$ cat src/rtl/if_id_pipe_reg_pkg.sv
// Shared definitions for the ThinPad pipeline boundary registers (if_id, id_ex, ex_mem).
// Holds the default bubble/watch encodings and the per-cycle stage action.
package if_id_pipe_reg_pkg;

    localparam logic [15:0] NOP_INSTR_DEF   = 16'h0800;
    localparam logic [15:0] WATCH_INSTR_DEF = 16'h4F02;

    typedef enum logic [1:0] {
        ACT_LOAD  = 2'd0,
        ACT_HOLD  = 2'd1,
        ACT_FLUSH = 2'd2
    } pipe_act_e;

    // Resolve stall/flush into exactly one action; flush_wins selects which request dominates.
    function automatic pipe_act_e sel_action(input logic stall,
                                             input logic flush,
                                             input logic flush_wins);
        pipe_act_e act;
        if (flush_wins) begin
            if (flush) begin
                act = ACT_FLUSH;
            end else if (stall) begin
                act = ACT_HOLD;
            end else begin
                act = ACT_LOAD;
            end
        end else begin
            if (stall) begin
                act = ACT_HOLD;
            end else if (flush) begin
                act = ACT_FLUSH;
            end else begin
                act = ACT_LOAD;
            end
        end
        return act;
    endfunction

endpackage

$ cat src/rtl/if_id_pipe_reg_sat_counter.sv
// Saturating up-counter used for the pipeline-stage performance counters.
// Sticks at all-ones instead of wrapping.
module if_id_pipe_reg_sat_counter #(
    parameter int unsigned W = 8
) (
    input  logic         clk,
    input  logic         i_rst,
    input  logic         i_inc,
    output logic [W-1:0] o_cnt
);

    localparam logic [W-1:0] CNT_MAX = {W{1'b1}};

    logic [W-1:0] r_cnt;

    // Count requested events, holding at the maximum value.
    always_ff @(posedge clk) begin
        if (i_rst) begin
            r_cnt <= {W{1'b0}};
        end else if (i_inc && (r_cnt != CNT_MAX)) begin
            r_cnt <= r_cnt + {{(W-1){1'b0}}, 1'b1};
        end else begin
            r_cnt <= r_cnt;
        end
    end

    assign o_cnt = r_cnt;

endmodule

$ cat src/rtl/if_id_pipe_reg.sv
// IF/ID pipeline boundary register with valid bit, stall/flush arbitration,
// optional one-entry skid buffer, saturating counters and debug taps.
module if_id_pipe_reg
    import if_id_pipe_reg_pkg::*;
#(
    parameter int unsigned           ADDR_W      = 16,
    parameter int unsigned           INSTR_W     = 16,
    parameter logic [INSTR_W-1:0]    NOP_INSTR   = NOP_INSTR_DEF,
    parameter int unsigned           PC_INC      = 1,
    parameter logic [INSTR_W-1:0]    WATCH_INSTR = WATCH_INSTR_DEF,
    parameter int unsigned           CNT_W       = 8,
    parameter int unsigned           FLUSH_WINS  = 0,
    parameter int unsigned           SKID_EN     = 1
) (
    input  logic               clk,
    input  logic               rst,
    input  logic               stall,
    input  logic               flush,
    input  logic               in_valid,
    input  logic [ADDR_W-1:0]  in_pc,
    input  logic [INSTR_W-1:0] in_instr,
    output logic               out_valid,
    output logic [ADDR_W-1:0]  out_pc,
    output logic [INSTR_W-1:0] out_instr,
    output logic               skid_full,
    output logic               skid_ovf,
    output logic [CNT_W-1:0]   watch_cnt,
    output logic [CNT_W-1:0]   stall_cnt,
    output logic [7:0]         dbg_a,
    output logic [7:0]         dbg_b
);

    localparam logic [ADDR_W-1:0] PC_INC_W = ADDR_W'(PC_INC);
    localparam logic              SKID_ON  = (SKID_EN != 32'd0);
    localparam logic              FW_ON    = (FLUSH_WINS != 32'd0);

    logic               r_valid;
    logic [ADDR_W-1:0]  r_pc;
    logic [INSTR_W-1:0] r_instr;
    logic               r_skid_full;
    logic [ADDR_W-1:0]  r_skid_pc;
    logic [INSTR_W-1:0] r_skid_instr;
    logic               r_ovf;

    pipe_act_e          w_act;
    logic               w_nxt_valid;
    logic [ADDR_W-1:0]  w_nxt_pc;
    logic [INSTR_W-1:0] w_nxt_instr;
    logic               w_nxt_skid_full;
    logic [ADDR_W-1:0]  w_nxt_skid_pc;
    logic [INSTR_W-1:0] w_nxt_skid_instr;
    logic               w_nxt_ovf;
    logic               w_watch_inc;
    logic               w_stall_inc;

    assign w_act = sel_action(stall, flush, FW_ON);

    // Next-state selection for the stage and skid according to the cycle action.
    always_comb begin
        w_nxt_valid      = r_valid;
        w_nxt_pc         = r_pc;
        w_nxt_instr      = r_instr;
        w_nxt_skid_full  = r_skid_full;
        w_nxt_skid_pc    = r_skid_pc;
        w_nxt_skid_instr = r_skid_instr;
        w_nxt_ovf        = r_ovf;
        w_watch_inc      = 1'b0;
        w_stall_inc      = 1'b0;
        case (w_act)
            ACT_FLUSH: begin
                // Skid contents are wrong-path once a redirect happens.
                w_nxt_valid     = 1'b0;
                w_nxt_pc        = {ADDR_W{1'b0}};
                w_nxt_instr     = NOP_INSTR;
                w_nxt_skid_full = 1'b0;
            end
            ACT_HOLD: begin
                w_stall_inc = 1'b1;
                if (in_valid) begin
                    if (SKID_ON && !r_skid_full) begin
                        w_nxt_skid_full  = 1'b1;
                        w_nxt_skid_pc    = in_pc;
                        w_nxt_skid_instr = in_instr;
                    end else begin
                        w_nxt_ovf = 1'b1;
                    end
                end else begin
                    w_nxt_ovf = r_ovf;
                end
            end
            ACT_LOAD: begin
                if (r_skid_full) begin
                    w_nxt_valid = 1'b1;
                    w_nxt_pc    = r_skid_pc + PC_INC_W;
                    w_nxt_instr = r_skid_instr;
                    if (in_valid) begin
                        w_nxt_skid_pc    = in_pc;
                        w_nxt_skid_instr = in_instr;
                    end else begin
                        w_nxt_skid_full = 1'b0;
                    end
                end else if (in_valid) begin
                    w_nxt_valid = 1'b1;
                    w_nxt_pc    = in_pc + PC_INC_W;
                    w_nxt_instr = in_instr;
                end else begin
                    w_nxt_valid = 1'b0;
                    w_nxt_pc    = {ADDR_W{1'b0}};
                    w_nxt_instr = NOP_INSTR;
                end
                w_watch_inc = w_nxt_valid && (w_nxt_instr == WATCH_INSTR);
            end
            default: begin
                w_nxt_valid     = 1'b0;
                w_nxt_pc        = {ADDR_W{1'b0}};
                w_nxt_instr     = NOP_INSTR;
                w_nxt_skid_full = 1'b0;
            end
        endcase
    end

    // Stage and skid state registers.
    always_ff @(posedge clk) begin
        if (rst) begin
            r_valid      <= 1'b0;
            r_pc         <= {ADDR_W{1'b0}};
            r_instr      <= NOP_INSTR;
            r_skid_full  <= 1'b0;
            r_skid_pc    <= {ADDR_W{1'b0}};
            r_skid_instr <= {INSTR_W{1'b0}};
            r_ovf        <= 1'b0;
        end else begin
            r_valid      <= w_nxt_valid;
            r_pc         <= w_nxt_pc;
            r_instr      <= w_nxt_instr;
            r_skid_full  <= w_nxt_skid_full;
            r_skid_pc    <= w_nxt_skid_pc;
            r_skid_instr <= w_nxt_skid_instr;
            r_ovf        <= w_nxt_ovf;
        end
    end

    if_id_pipe_reg_sat_counter #(.W(CNT_W)) u_watch_cnt (
        .clk   (clk),
        .i_rst (rst),
        .i_inc (w_watch_inc),
        .o_cnt (watch_cnt)
    );

    if_id_pipe_reg_sat_counter #(.W(CNT_W)) u_stall_cnt (
        .clk   (clk),
        .i_rst (rst),
        .i_inc (w_stall_inc),
        .o_cnt (stall_cnt)
    );

    assign out_valid = r_valid;
    assign out_pc    = r_pc;
    assign out_instr = r_instr;
    assign skid_full = r_skid_full;
    assign skid_ovf  = r_ovf;
    assign dbg_a     = r_instr[INSTR_W-1 -: 8];
    assign dbg_b     = r_pc[7:0];

endmodule

$ cat config.mk
export PLATFORM = sky130hd
export DESIGN_NAME = if_id_pipe_reg
export DESIGN_NICKNAME = d
export VERILOG_FILES = /design/src/rtl/if_id_pipe_reg_pkg.sv /design/src/rtl/if_id_pipe_reg_sat_counter.sv /design/src/rtl/if_id_pipe_reg.sv
export SDC_FILE = /design/constraint.sdc
export NUM_CORES = 1
export LEC_CHECK = 0
export BUFFER_PORTS_ARGS = -buffer_cell sky130_fd_sc_hd__buf_2
export CAP_MARGIN = 20
export CORE_MARGIN = 4
export CORE_UTILIZATION = 55
export CTS_CLUSTER_DIAMETER = 30
export DETAILED_ROUTE_END_ITERATION = 10
export GPL_ROUTABILITY_DRIVEN = 0
export MAX_ROUTING_LAYER = met4
export PLACE_DENSITY = 0.85
export SLEW_MARGIN = 20
export SYNTH_ARGS = -nofsm -noshare
export SYNTH_HDL_FRONTEND = slang
export SYNTH_HIERARCHICAL = 1
export SYNTH_SLANG_ARGS = --single-unit
$ cat constraint.sdc
create_clock -name clk -period 3.95 [get_ports clk]
set_input_delay 0.5925 -clock clk [delete_from_list [all_inputs] [get_ports clk]]
set_output_delay 0.5925 -clock clk [all_outputs]
set_load 0.05 [all_outputs]
==> metrics.yaml <==
outcome:
  outcome: "finished clean"
critical_path:
  cp_slowest_cell: "or3_2"
  path_cells: "buf_4 > and2b_1 > nand3_1 > nor3_1 > a41oi_1 > nor4_1 > buf_4 > nand4_1 > or3_2 > o21ai_1"
  slowest_delay_ns: 0.43
  cp.required_ns: 4.24
  worstSetupPathType: "register to register"
  cp_max_fo: 48
  path_delay_family: "simple AND/OR/NAND/NOR gates"
  end_kind: "register"
  critPathBufInv: 2
  crit_arrival_ns: 2.94
  crit_top_cell: "buf_4"
  start_kind: "register"
route:
  drc_errors: 0
  ant_nets: 0
  via_per_inst: 5.91
  routedWlPerCell_um: 15.7
  via_count: 4341
  first_pass_iters: 5
  drt-total-wl_um: 11500
  drt_iter0_markers: 364
synth:
  yosysTopAreaCell: "dfxtp_1"
  synth_warnings: 6
  yosys_register_bits: 83
  avgSynthCellArea_sq_um: 7.97
  netlist_area_sq_mm: 0.00441
  synthFlopType: "dfxtp_1"
  netlist_instances: 553
  synth-edff-count: 0
  async_reset_ff_share_pct: 0
  netlist_top_cells_area: "dfxtp_1, nand2_1, a21oi_1, a22oi_1, buf_4"
  yosysSeqAreaShare_pct: 37.7
  synth_top_area_share_pct: 37.7
  syn_nets: 594
  ys_types: 64
sta:
  fmax_mhz: 377
  min_period_ns: 2.65
  skew_ns: 0.0153
  slew_violations: 0
  setup_viol: 0
  slew_headroom_pct: 38.8
  worstMarginPinSlew_ns: 0.919
  finalHoldViolCount: 0
  grt_setup_unrepaired: "false"
  worst_hold_slack_ns: 0.464
  final.setup.worst_slack_ns: 1.30
  tns_ns: 0
  fin_crit_sh_pct: 67.1
grt:
  grt_max_degree: 51
  grt_pass1_vias: 3966
  antenna_found_initial: 0
  overflow: 0
  grt_usage_pct: 24.7
  grt_pass1_wl_um: 19200
die:
  start_util_pct: 56.7
  dieHeight_um: 97.5
  core_area_sq_mm: 0.00777
  die_w_um: 97.5
  std_cell_rows: 32
  ioPinCount: 104
  dieArea_sq_mm: 0.00951
clock_network:
  cts-buffers-inserted: 9
  cts.clk_slew.worst_paths_ns: 0.08
  cts.path.max_buffers: 2
  post_cts_buffers: 0
  clock_sinks: 83
  hold_buffers: 0
  clock_latency_ns: 0.36
  cts_tree: "built"
  htreeDepth: 3
  cts_root_buffer: "clkbuf_8"
  cts_resized: 0
power_and_ir_drop:
  p_per_area_mw_per_mm2: 362
  report.power.total_mw: 1.83
  p_sw_share_pct: 29.0
  internal_power_mw: 1.30
  seqPwrFrac_pct: 48.7
  irDropWorstVdd_mv: 0.229
  leakagePower_nw: 2.05
  p_clk_share_pct: 36.7
  p_sw_uw: 531
  power_frac_comb_pct: 14.6
finish:
  final_common_cell: "nand2_1"
  nFillCells: 668
  areaGrowthSynthToFinish_pct: 14.8
  n_antenna_cell: 0
  final_net_count: 669
  most-common-layout-cells: "nand2_1, buf_2, dfxtp_1, a21oi_1, nor2_1"
  drive_above_1_share_pct: 24.5
  finalInstanceArea_sq_mm: 0.00506
job:
  drv_cap: 0
placement:
  dp.final_hpwl_um: 8290
  post_dp_cell_area_sq_mm: 0.00484
  dp_slack_ns: 1.07
  io_buffers: 103
hold_path:
  hold_class: "register to register"
## final cells by class
cell class,instances,area [sq um],share of cell area (%)
Inverter,7,26.3,0.520
Multi-Input combinational cell,417,2460,48.6
Clock buffer,10,128,2.52
Timing Repair Buffer,110,568,11.2
Clock inverter,6,88.8,1.76
Tap cell,102,128,2.52
Sequential cell,83,1660,32.9
## through the flow
stage | utilization (%) | cells
floorplan | - | 553
global placement | 62.3 | 719
detailed placement | 62.3 | 719
CTS | 65.1 | 735
global route | 65.1 | 735
finish | 65.1 | 735
## power by group through the flow
stage	combinational, mW	clock, mW	sequential [mW]
3_3_place_gp	0.259	0	0.909
5_1_grt	0.291	0.719	0.896
6_report	0.268	0.672	0.892
2_1_floorplan	0.147	0	0.947
4_1_cts	0.265	0.683	0.891
3_5_place_dp	0.264	0	0.911
## worst reg2reg max path: stages, from the launching register on
cell and delay [ns]:
dfxtp_1 0.34, buf_4 0.27, and2b_1 0.40, nand3_1 0.12, nor3_1 0.15, a41oi_1 0.06, nor4_1 0.40, buf_4 0.21
nand4_1 0.13, or3_2 0.43, o21ai_1 0.08
## cell usage after synthesis (all sizes together) (4+ instances only)
cell type  number
o22ai           9
nor2b           4
a21oi          54
nand3          16
a31oi           5
o21bai          4
a21boi          5
and4            6
xnor2          10
inv             7
ha              4
xor2           15
clkbuf         15
buf            31
a22oi          26
o21ai          21
nor2           33
nand4          13
dfxtp          83
nand2         128
nand2b          4
or3             4
nor3           11
nor4           10
a211oi          4
## layer usage
layer | GRT usage (%) | vias to the layer above | share of wire, %
li1 | - | 2089 | -
met1 | 31.8 | 2016 | 43
met2 | 38.2 | 202 | 47
met3 | 5.53 | 34 | 7.8
met4 | 8.95 | 0 | 2.5
met5 | - | - | 0
## cells by family (layout without fill, tap and decap cells)
logic type      after synthesis  count (layout)  synth area share, %
simple gates                244             244                 28.0
compound gates              139             139                 20.0
flops                        83              83                 37.7
buf+inv                      53             133                 6.62
xor+xnor                     25              25                 5.14
mux                           5               5                 1.39
fa+ha+maj                     4               4                 1.14
## flip-flops by register name (all words and copies together) (netlist names)
signal	flops
skid_full	1
out_pc	16
r_skid_pc	16
u_watch_cnt/o_cnt	8
u_stall_cnt/o_cnt	8
r_skid_instr	16
out_instr	16
skid_ovf	1
out_valid	1
## path summary, 6_finish.rpt
check / end / depth (start not counted) / from / slack (ns)
worst min-delay path: r_skid_instr[1]$_SDFFE_PP0P_ / 2 / r_skid_instr[1]$_SDFFE_PP0P_ / 0.46
worst min register to register: r_skid_instr[1]$_SDFFE_PP0P_ / 2 / r_skid_instr[1]$_SDFFE_PP0P_ / 0.46
worst max register to register: u_watch_cnt/o_cnt[3]$_SDFFE_PP0P_ / 10 / skid_full$_SDFFE_PP0P_ / 1.30
worst max-delay path: u_watch_cnt/o_cnt[3]$_SDFFE_PP0P_ / 10 / skid_full$_SDFFE_PP0P_ / 1.30
No activity file was read; power rests on OpenSTA's default activity.
